==> src/rtl/ebc_event_decoder_pkg.sv <==
// Shared EBC arbiter package: packed event word geometry,
// field positions, polarity encodings and the word unpacker.
package ebc_event_decoder_pkg;

    localparam int SIZE     = 32;
    localparam int Lvl_ADD  = 1;
    localparam int Lvl0_ADD = 2;
    localparam int ROW_ADD  = Lvl_ADD + Lvl0_ADD;
    localparam int COL_ADD  = 3;
    localparam int POLARITY = 2;
    localparam int WIDTH    = SIZE + ROW_ADD + COL_ADD + 1;

    localparam int TS_LSB  = 7;
    localparam int ROW_LSB = 4;
    localparam int COL_LSB = 1;
    localparam int POL_BIT = 0;

    localparam logic [POLARITY-1:0] POL_ON  = 2'b10;
    localparam logic [POLARITY-1:0] POL_OFF = 2'b01;

    typedef struct packed {
        logic [SIZE-1:0]     ts;
        logic [ROW_ADD-1:0]  row;
        logic [COL_ADD-1:0]  col;
        logic [POLARITY-1:0] pol;
    } evt_t;

    function automatic evt_t unpack_evt(input logic [WIDTH-1:0] w);
        evt_t e;
        e.ts  = w[TS_LSB +: SIZE];
        e.row = w[ROW_LSB +: ROW_ADD];
        e.col = w[COL_LSB +: COL_ADD];
        e.pol = w[POL_BIT] ? POL_ON : POL_OFF;
        return e;
    endfunction

endpackage

==> src/rtl/ebc_sync_fifo.sv <==
// Single-clock FIFO with occupancy count and combinational head.
// Pushes into a full FIFO and pops from an empty one are ignored.
module ebc_sync_fifo #(
    parameter int unsigned DATA_W = 8,
    parameter int unsigned DEPTH  = 4
) (
    input  logic              clk,
    input  logic              rst,
    input  logic              push,
    input  logic              pop,
    input  logic [DATA_W-1:0] wr_data,
    output logic [DATA_W-1:0] rd_data,
    output logic              full,
    output logic              empty
);

    localparam int unsigned AW = $clog2(DEPTH);
    localparam int unsigned CW = AW + 1;

    logic [DATA_W-1:0] mem [DEPTH];
    logic [AW-1:0]     wr_ptr;
    logic [AW-1:0]     rd_ptr;
    logic [CW-1:0]     count;
    logic              do_push;
    logic              do_pop;

    assign full    = (count == CW'(DEPTH));
    assign empty   = (count == '0);
    assign do_push = push && !full;
    assign do_pop  = pop && !empty;
    assign rd_data = mem[rd_ptr];

    // Storage array; contents need no reset, occupancy guards reads.
    always_ff @(posedge clk) begin
        if (do_push) begin
            mem[wr_ptr] <= wr_data;
        end
    end

    // Pointers wrap naturally because DEPTH is a power of two.
    always_ff @(posedge clk or posedge rst) begin
        if (rst) begin
            wr_ptr <= '0;
            rd_ptr <= '0;
        end else begin
            if (do_push) begin
                wr_ptr <= wr_ptr + AW'(1);
            end
            if (do_pop) begin
                rd_ptr <= rd_ptr + AW'(1);
            end
        end
    end

    // Occupancy: simultaneous push and pop leave it unchanged.
    always_ff @(posedge clk or posedge rst) begin
        if (rst) begin
            count <= '0;
        end else begin
            unique case ({do_push, do_pop})
                2'b10:   count <= count + CW'(1);
                2'b01:   count <= count - CW'(1);
                default: count <= count;
            endcase
        end
    end

endmodule

==> src/rtl/ebc_event_decoder.sv <==
// Receive-side EBC event decoder: FIFO, output register, field
// unpack, timestamp monotonicity check and per-polarity counters.
module ebc_event_decoder
    import ebc_event_decoder_pkg::*;
#(
    parameter int unsigned FIFO_DEPTH = 4,
    parameter int unsigned CNT_W      = 16
) (
    input  logic                clk_i,
    input  logic                reset_i,
    input  logic [WIDTH-1:0]    evt_data_i,
    input  logic                evt_valid_i,
    output logic                evt_ready_o,
    output logic [SIZE-1:0]     ts_o,
    output logic [ROW_ADD-1:0]  row_o,
    output logic [COL_ADD-1:0]  col_o,
    output logic [POLARITY-1:0] pol_o,
    output logic                ts_err_o,
    output logic                out_valid_o,
    input  logic                out_ready_i,
    input  logic                clear_i,
    output logic [CNT_W-1:0]    on_cnt_o,
    output logic [CNT_W-1:0]    off_cnt_o,
    output logic                err_sticky_o
);

    localparam logic [CNT_W-1:0] CNT_MAX = '1;

    logic [WIDTH-1:0] head;
    logic             fifo_full;
    logic             fifo_empty;
    logic             load;
    logic             deliver;
    logic             have_prev;
    logic [SIZE-1:0]  prev_ts;
    evt_t             dec;

    assign evt_ready_o = !fifo_full;
    assign load        = !fifo_empty && (!out_valid_o || out_ready_i);
    assign deliver     = out_valid_o && out_ready_i;
    assign dec         = unpack_evt(head);

    ebc_sync_fifo #(
        .DATA_W (WIDTH),
        .DEPTH  (FIFO_DEPTH)
    ) u_fifo (
        .clk     (clk_i),
        .rst     (reset_i),
        .push    (evt_valid_i),
        .pop     (load),
        .wr_data (evt_data_i),
        .rd_data (head),
        .full    (fifo_full),
        .empty   (fifo_empty)
    );

    // Output register: load decoded head, else hold or drain on delivery.
    always_ff @(posedge clk_i or posedge reset_i) begin
        if (reset_i) begin
            out_valid_o <= 1'b0;
            ts_o        <= '0;
            row_o       <= '0;
            col_o       <= '0;
            pol_o       <= '0;
            ts_err_o    <= 1'b0;
        end else if (load) begin
            out_valid_o <= 1'b1;
            ts_o        <= dec.ts;
            row_o       <= dec.row;
            col_o       <= dec.col;
            pol_o       <= dec.pol;
            ts_err_o    <= have_prev && (dec.ts < prev_ts);
        end else if (deliver) begin
            out_valid_o <= 1'b0;
        end
    end

    // Timestamp history of the last loaded event; clear forgets it.
    always_ff @(posedge clk_i or posedge reset_i) begin
        if (reset_i) begin
            have_prev <= 1'b0;
            prev_ts   <= '0;
        end else if (clear_i) begin
            have_prev <= 1'b0;
            prev_ts   <= '0;
        end else if (load) begin
            have_prev <= 1'b1;
            prev_ts   <= dec.ts;
        end
    end

    // Saturating delivery counters and sticky error; clear wins.
    always_ff @(posedge clk_i or posedge reset_i) begin
        if (reset_i) begin
            on_cnt_o     <= '0;
            off_cnt_o    <= '0;
            err_sticky_o <= 1'b0;
        end else if (clear_i) begin
            on_cnt_o     <= '0;
            off_cnt_o    <= '0;
            err_sticky_o <= 1'b0;
        end else if (deliver) begin
            if (pol_o == POL_ON) begin
                if (on_cnt_o != CNT_MAX) begin
                    on_cnt_o <= on_cnt_o + CNT_W'(1);
                end
            end else begin
                if (off_cnt_o != CNT_MAX) begin
                    off_cnt_o <= off_cnt_o + CNT_W'(1);
                end
            end
            if (ts_err_o) begin
                err_sticky_o <= 1'b1;
            end
        end
    end

endmodule

==> config.mk <==
export PLATFORM = sky130hd
export DESIGN_NAME = ebc_event_decoder
export DESIGN_NICKNAME = d
export VERILOG_FILES = /design/src/rtl/ebc_event_decoder_pkg.sv /design/src/rtl/ebc_sync_fifo.sv /design/src/rtl/ebc_event_decoder.sv
export SDC_FILE = /design/constraint.sdc
export NUM_CORES = 1
export LEC_CHECK = 0
export CORE_MARGIN = 4
export CORE_UTILIZATION = 38
export CTS_BUF_LIST = sky130_fd_sc_hd__clkbuf_4 sky130_fd_sc_hd__clkbuf_8
export DETAILED_ROUTE_END_ITERATION = 8
export GPL_TIMING_DRIVEN = 1
export PLACE_DENSITY = 0.59
export SETUP_SLACK_MARGIN = 0.15
export SYNTH_ARGS = -nofsm -noshare
export SYNTH_HDL_FRONTEND = slang
export SYNTH_HIERARCHICAL = 1
export SYNTH_SLANG_ARGS = --single-unit
==> constraint.sdc <==
create_clock -name clk_i -period 3.8 [get_ports clk_i]
set_input_delay 1.14 -clock clk_i [delete_from_list [all_inputs] [get_ports clk_i]]
set_output_delay 1.14 -clock clk_i [all_outputs]
set_load 0.02 [all_outputs]
==> reports/qor.yml <==
rsz0062_at_grt: "no"
syn-num-nets: 907
numCtsBuffers: 44
via_per_inst: 4.91
routed_wl_um: 24100
holdWs_ns: 0.470
yosysWarnings: 6
ios: 120
dr_total_vias: 6856
cp_data_arrival_time_ns: 2.07
fillers: 2700
drcViolationCount: 0
worst_slack_ns: 0.586
grt_pass1_vias: 7065
wl_per_cell_um: 17.3
multiInputGateArea_um2: 3470
setup_tns_ns: 0
synth_seq_cells: 271
outcome: "completed"
fmax_mhz: 311
worst_pin_slew_ns: 0.848
synth-edff-count: 156
drt_iter0_drc: 395
die_w_um: 181
antenna_found_initial: 2
clkSinkCount: 271
finalCriticalPeriod_ns: 3.21
yosysUniqueCellTypes: 58
cts_max_level: 2
gp_congestion: 0.788
synthArstFlopShare_pct: 42.4
initial_utilization_pct: 38.5
clkLatencyLatePin_ns: 0.55
dp_slack_ns: 0.401
cts_tree: "yes"
final_hold_viol_count: 0
grt_pass1_wl_um: 38900
synth_area_um2: 11400
syn_avg_cell_area_um2: 13.8
period_share_pct: 84.6
antenna_left: 0
first_pass_iters: 4
p_leak_nw: 5.35
gr-total-overflow: 0
critPathKind: "flop to output pin"
antennaDiodeCount: 0
critPathMaxFanout: 5
postLayoutCoreUtil_pct: 47.1
maxSlewViolCount: 0
slew_headroom_pct: 43.5
cts.clk_slew.worst_paths_ns: 0.06
dp_hpwl_um: 15400
die_area_um2: 32900
synth_cells: 824
final_common_cell: "nand2_1"
clk_path_buf_depth: 3
hp-class: "flop to flop"
skew_ns: 0.0242
yosysSeqAreaShare_pct: 66.3
synth_top_flop_cell: "edfxtp_1"
grt_max_degree: 77
final_cells: 1395
seq_area_um2: 7560
final_nets: 1054
cts_setup_buffers: 0
drive_gt1_share_pct: 14.8
grt_usage_pct: 14.7
ctsHoldBuffers: 0
die_y_um: 181
power.density_nw_per_um2: 740
cts_resized: 0
cp-start-kind: "flop"
setup_viol: 0
ir_worst_vdd_mv: 0.372
dp_cells: 1315
coreArea_um2: 29600
rows: 63
clock-root-buffer: "clkbuf_8"
port-buffer-count: 119
end_kind: "output pin"
crit_required_ns: 2.66
syn_to_final_growth_pct: 22.4
mostFrequentLayoutCells: "nand2_1 (171), edfxtp_1 (156), clkdlybuf4s50_1 (118), dfrtp_1 (113), a21oi_1 (54)"
drv_cap: 0
final timing paths:
path / slack (ns) / start / end / cells past startpoint
worst max-delay path: 0.59 / u_fifo/count[0] / evt_ready_o / 3
worst min-delay path: 0.47 / ts_o[4] / ts_o[4] / 2
worst max register to register: 0.94 / u_fifo/rd_ptr[0] / ts_err_o / 8
worst min register to register: 0.47 / ts_o[4] / ts_o[4] / 2
max in group asynchronous: 2.16 / reset_i / on_cnt_o[12] / 3
min in group asynchronous: 1.03 / reset_i / u_fifo/count[0] / 2
worst max-delay path, stage by stage (launching register included):
cell and delay (ns):
dfrtp_1 0.44, nor3b_2 0.45, inv_1 0.08, clkdlybuf4s50_1 0.55
per-stage QoR:
stage | total power [mW] | cell area [um^2]
floorplan | 6.65 | 11400
global placement | 7.91 | 13100
CTS | 10.5 | 14000
global route | 11.1 | 14000
detailed placement | 7.97 | 13100
finish | 10.3 | 14000
registers in the layout, indices dropped and copies added, names as in the netlist:
register,flops
col_o,3
err_sticky_o,1
have_prev,1
off_cnt_o,16
on_cnt_o,16
out_valid_o,1
pol_o,2
prev_ts,32
row_o,3
ts_err_o,1
ts_o,32
u_fifo/count,3
u_fifo/mem,156
u_fifo/rd_ptr,2
u_fifo/wr_ptr,2
metal layers:
layer / vias up / track usage, % / part of all wire (%)
met1: 3375 / 20.5 / 46
met2: 167 / 23.5 / 46
met3: 34 / 3.40 / 5.4
li1: 3276 / - / -
met5: - / 0 / 0.11
met4: 4 / 3.66 / 1.5
layout make-up:
cell class	instances	area share [%]
clock buffer	71	6.01
timing repair buffer	134	9.83
multi-input combinational	475	24.8
sequential	271	54.1
tap	390	3.49
clock inverter	9	0.457
inverter	45	1.24
cells by family after synthesis:
logic type / after synthesis / synth area share, %
simple gates: 274 / 11.1
flops: 271 / 66.3
compound gates: 95 / 4.91
buf+inv: 78 / 3.43
mux: 42 / 8.01
fa+ha+maj: 39 / 4.34
xor+xnor: 25 / 1.92
cells in the mapped netlist (9+ instances only):
master / count / area (um^2)
xor2_1: 10 / 87.6
xnor2_1: 15 / 131
o21ai_0: 10 / 50.1
nor2_1: 31 / 116
nand3_1: 11 / 55.1
nor3_1: 9 / 45.0
inv_1: 45 / 169
a21oi_1: 54 / 270
edfxtp_1: 156 / 4680
ha_1: 38 / 475
dfrtp_1: 115 / 2880
mux4_2: 38 / 856
nand2_1: 171 / 642
clkbuf_1: 17 / 63.8
where the power goes:
| group | internal, mW | switching (mW) | total, mW | leakage [nW] |
|---|---|---|---|---|
| Clock | 1.41 | 1.11 | 2.52 | 0.487 |
| Sequential | 3.88 | 0.394 | 4.27 | 2.92 |
| Combinational | 1.59 | 1.95 | 3.54 | 1.95 |
| Total | 6.88 | 3.45 | 10.3 | 5.35 |
Power figures use the tool's default switching activity.
==> RTL change, RTL diff (same flow settings) <==
Reset style: synchronous (`reset_i` and `rst`), changed in 5 clocked blocks.
--- a/src/rtl/ebc_sync_fifo.sv
+++ b/src/rtl/ebc_sync_fifo.sv
@@ -40,3 +40,3 @@
     // Pointers wrap naturally because DEPTH is a power of two.
-    always_ff @(posedge clk or posedge rst) begin
+    always_ff @(posedge clk) begin
         if (rst) begin
@@ -55,3 +55,3 @@
     // Occupancy: simultaneous push and pop leave it unchanged.
-    always_ff @(posedge clk or posedge rst) begin
+    always_ff @(posedge clk) begin
         if (rst) begin
--- a/src/rtl/ebc_event_decoder.sv
+++ b/src/rtl/ebc_event_decoder.sv
@@ -57,3 +57,3 @@
     // Output register: load decoded head, else hold or drain on delivery.
-    always_ff @(posedge clk_i or posedge reset_i) begin
+    always_ff @(posedge clk_i) begin
         if (reset_i) begin
@@ -78,3 +78,3 @@
     // Timestamp history of the last loaded event; clear forgets it.
-    always_ff @(posedge clk_i or posedge reset_i) begin
+    always_ff @(posedge clk_i) begin
         if (reset_i) begin
@@ -92,3 +92,3 @@
     // Saturating delivery counters and sticky error; clear wins.
-    always_ff @(posedge clk_i or posedge reset_i) begin
+    always_ff @(posedge clk_i) begin
         if (reset_i) begin
Function: differs if reset_i is asserted again (counterexample within 4 cycles, from zero or initial values and one cycle with reset_i high); with reset_i held inactive, the same outputs for 4 cycles.
==> RTL change against the original RTL <==
Setup slack improved by 0.0072 ns. Power shrank 12%. Non-clock buffer count increased by 4. Wire length decreased by 2.9%. Final area shrank 3.4%. Area after synthesis down 5.1%. Sequential power fell by 12%. Sequential cell count is 2 higher. Critical endpoint unchanged.
==> RTL change: results (changes against the original RTL) <==
Routing:
- The DRC marker count from the first detailed-route iteration is 327 (was 395).
- The number of vias in the routed layout is 6654 (was 6856).
- The routed wirelength normalized by instance count is 16.82 um (was 17.27 um).

Setup path:
- The terminus of the critical flop-to-flop path is ts_err_o$_SDFFE_PP0P_ (was ts_err_o$_DFFE_PP0P_).
- The family with the most delay on the worst path is buffers and inverters (unchanged).
- The beginning of the critical path was u_fifo/count[2]$_SDFFE_PP0P_ (was u_fifo/count[0]$_DFFE_PP0P_).
- The setup slack of the most critical reg-to-reg path is 0.70 ns (was 0.94 ns).
- The largest single stage delay on the critical path is 0.56 ns.
- The number of cells traversed by the worst register-to-register path was 9 (was 8).
- The highest net fanout along the worst path is 5 (unchanged).
- The slowest cell on the critical path is clkdlybuf4s50_1 (unchanged).

Logic synthesis:
- The post-synthesis async set-or-reset flop share is 0 (was 0.4244).
- Top cells by instance count after synthesis: edfxtp_1 (156), nand2_1 (129), dfxtp_1 (117) (was nand2_1 (171), edfxtp_1 (156), dfrtp_1 (115)).
- The number of distinct library cells after synthesis came to 50 (was 58).
- The sequential share of the synthesized area came to 0.6489 (was 0.6628).
- The number of nets produced by synthesis is 909 (was 907).
- The average cell area after synthesis is 13.11 um2 (was 13.85 um2).
- The number of enable-type register cells in the synthesized netlist is 156 (unchanged).
- Leading cell types by total area after synthesis: edfxtp_1 (43%), dfxtp_1 (22%), mux4_2 (8.1%) (was edfxtp_1 (41%), dfrtp_1 (25%), mux4_2 (7.5%)).

Cells and area:
- The final net count is 1059 (was 1054).
- The final cell count without fillers is 1390 (was 1395).
- The fraction of layout cells with a size suffix above 1 was 0.1512 (was 0.1483).

Timing:
- The max-slew headroom at the worst pin is 0.4740 (was 0.4346).
- The final worst clock skew is 0.01294 ns (was 0.02419 ns).

Placed design:
- The HPWL reported at the end of detailed placement came to 15.47 mm (was 15.39 mm).
- The routability-driven placement congestion ratio was 0.7402 (was 0.7880).
- The number of cells after detailed placement is 1307 (was 1315).

Hold path:
- The endpoint of the worst hold path is ts_o[28]$_SDFFE_PP0P_ (was ts_o[4]$_DFFE_PP0P_).
- The hold path startpoint is ts_o[28]$_SDFFE_PP0P_ (was ts_o[4]$_DFFE_PP0P_).
- The number of cells on the worst hold path is 2 (unchanged).

Power:
- The leakage dissipation is 4.581 nW (was 5.352 nW).
- The worst IR drop on VDD is 389.2 uV (was 371.5 uV).

Clocking:
- The clock insertion delay at the later pin of the skew report was 0.55 ns (about the same).
- The root buffer cell is clkbuf_8 (unchanged).
- The number of buffers inserted during clock tree synthesis is 45 (was 44).

Global route:
- The number of global-route vias before repair is 6889 (was 7065).
- The largest net degree at the start of global routing is 53 (was 77).
- The first-pass GRT wire length is 37.48 mm (was 38.91 mm).
- The initial antenna violation count came to 3 (was 2).
- The total global routing track utilization is 0.1517 (was 0.1470).

Status:
- Outcome: completed (unchanged).
RTL change: changes by cell type after synthesis, sizes merged, moves of 8 or more:
cell	unedited run	this run
dfxtp	0	117
nand2	171	129
nor2	31	47
dfrtp	115	0
xor2	10	23
nand4	9	17
a21oi	54	88
RTL change: cells by family after synthesis:
family,Yosys count,share of synthesized area
AO/OA/AOI/OAI,117,0.06205
XOR/XNOR,31,0.02508
adder cells (fa/ha/maj),39,0.04576
buffers and inverters,81,0.03097
flip-flops,273,0.6489
multiplexers,43,0.08482
AND/OR/NAND/NOR,242,0.1024
RTL change: per-stage QoR:
step	hold WS, ns	cell area [um2]	power, mW	util	setup WS (ns)
after floorplan	0.4363	10830	5.540	-	0.6746
after global placement	0.4430	12550	6.513	0.4493	0.3650
after detailed placement	0.4472	12550	6.539	0.4493	0.3325
after CTS	0.4555	13500	9.226	0.4831	0.5476
after global routing	0.4727	13500	9.662	0.4831	0.4332
final	0.4521	13500	9.071	0.4831	0.5935
RTL change: worst min-delay path: stages (launching register included):
cell and delay, ns:
dfxtp_1 0.30, nand2_1 0.05, a21oi_1 0.05
RTL change: layer usage:
layer,up-vias,GRT usage,share of wire
met3,48,0.03824,0.055
met2,136,0.2441,0.47
met1,3167,0.2020,0.45
met4,6,0.05093,0.023
li1,3297,-,-
met5,-,0,0.0018
RTL change: layout make-up:
class	instances	area [um2]
Clock buffer	73	873.3
Clock inverter	10	70.07
Fill cell	2565	14440
Inverter	46	172.7
Multi-Input combinational cell	472	3473
Sequential cell	273	7029
Tap cell	378	473.0
Timing Repair Buffer	138	1404
RTL change: where the power goes:
| group | internal [mW] | total (mW) | switching (mW) |
|---|---|---|---|
| sequential | 3.54 | 3.77 | 0.230 |
| combinational | 1.14 | 2.65 | 1.52 |
| clock | 1.52 | 2.64 | 1.12 |
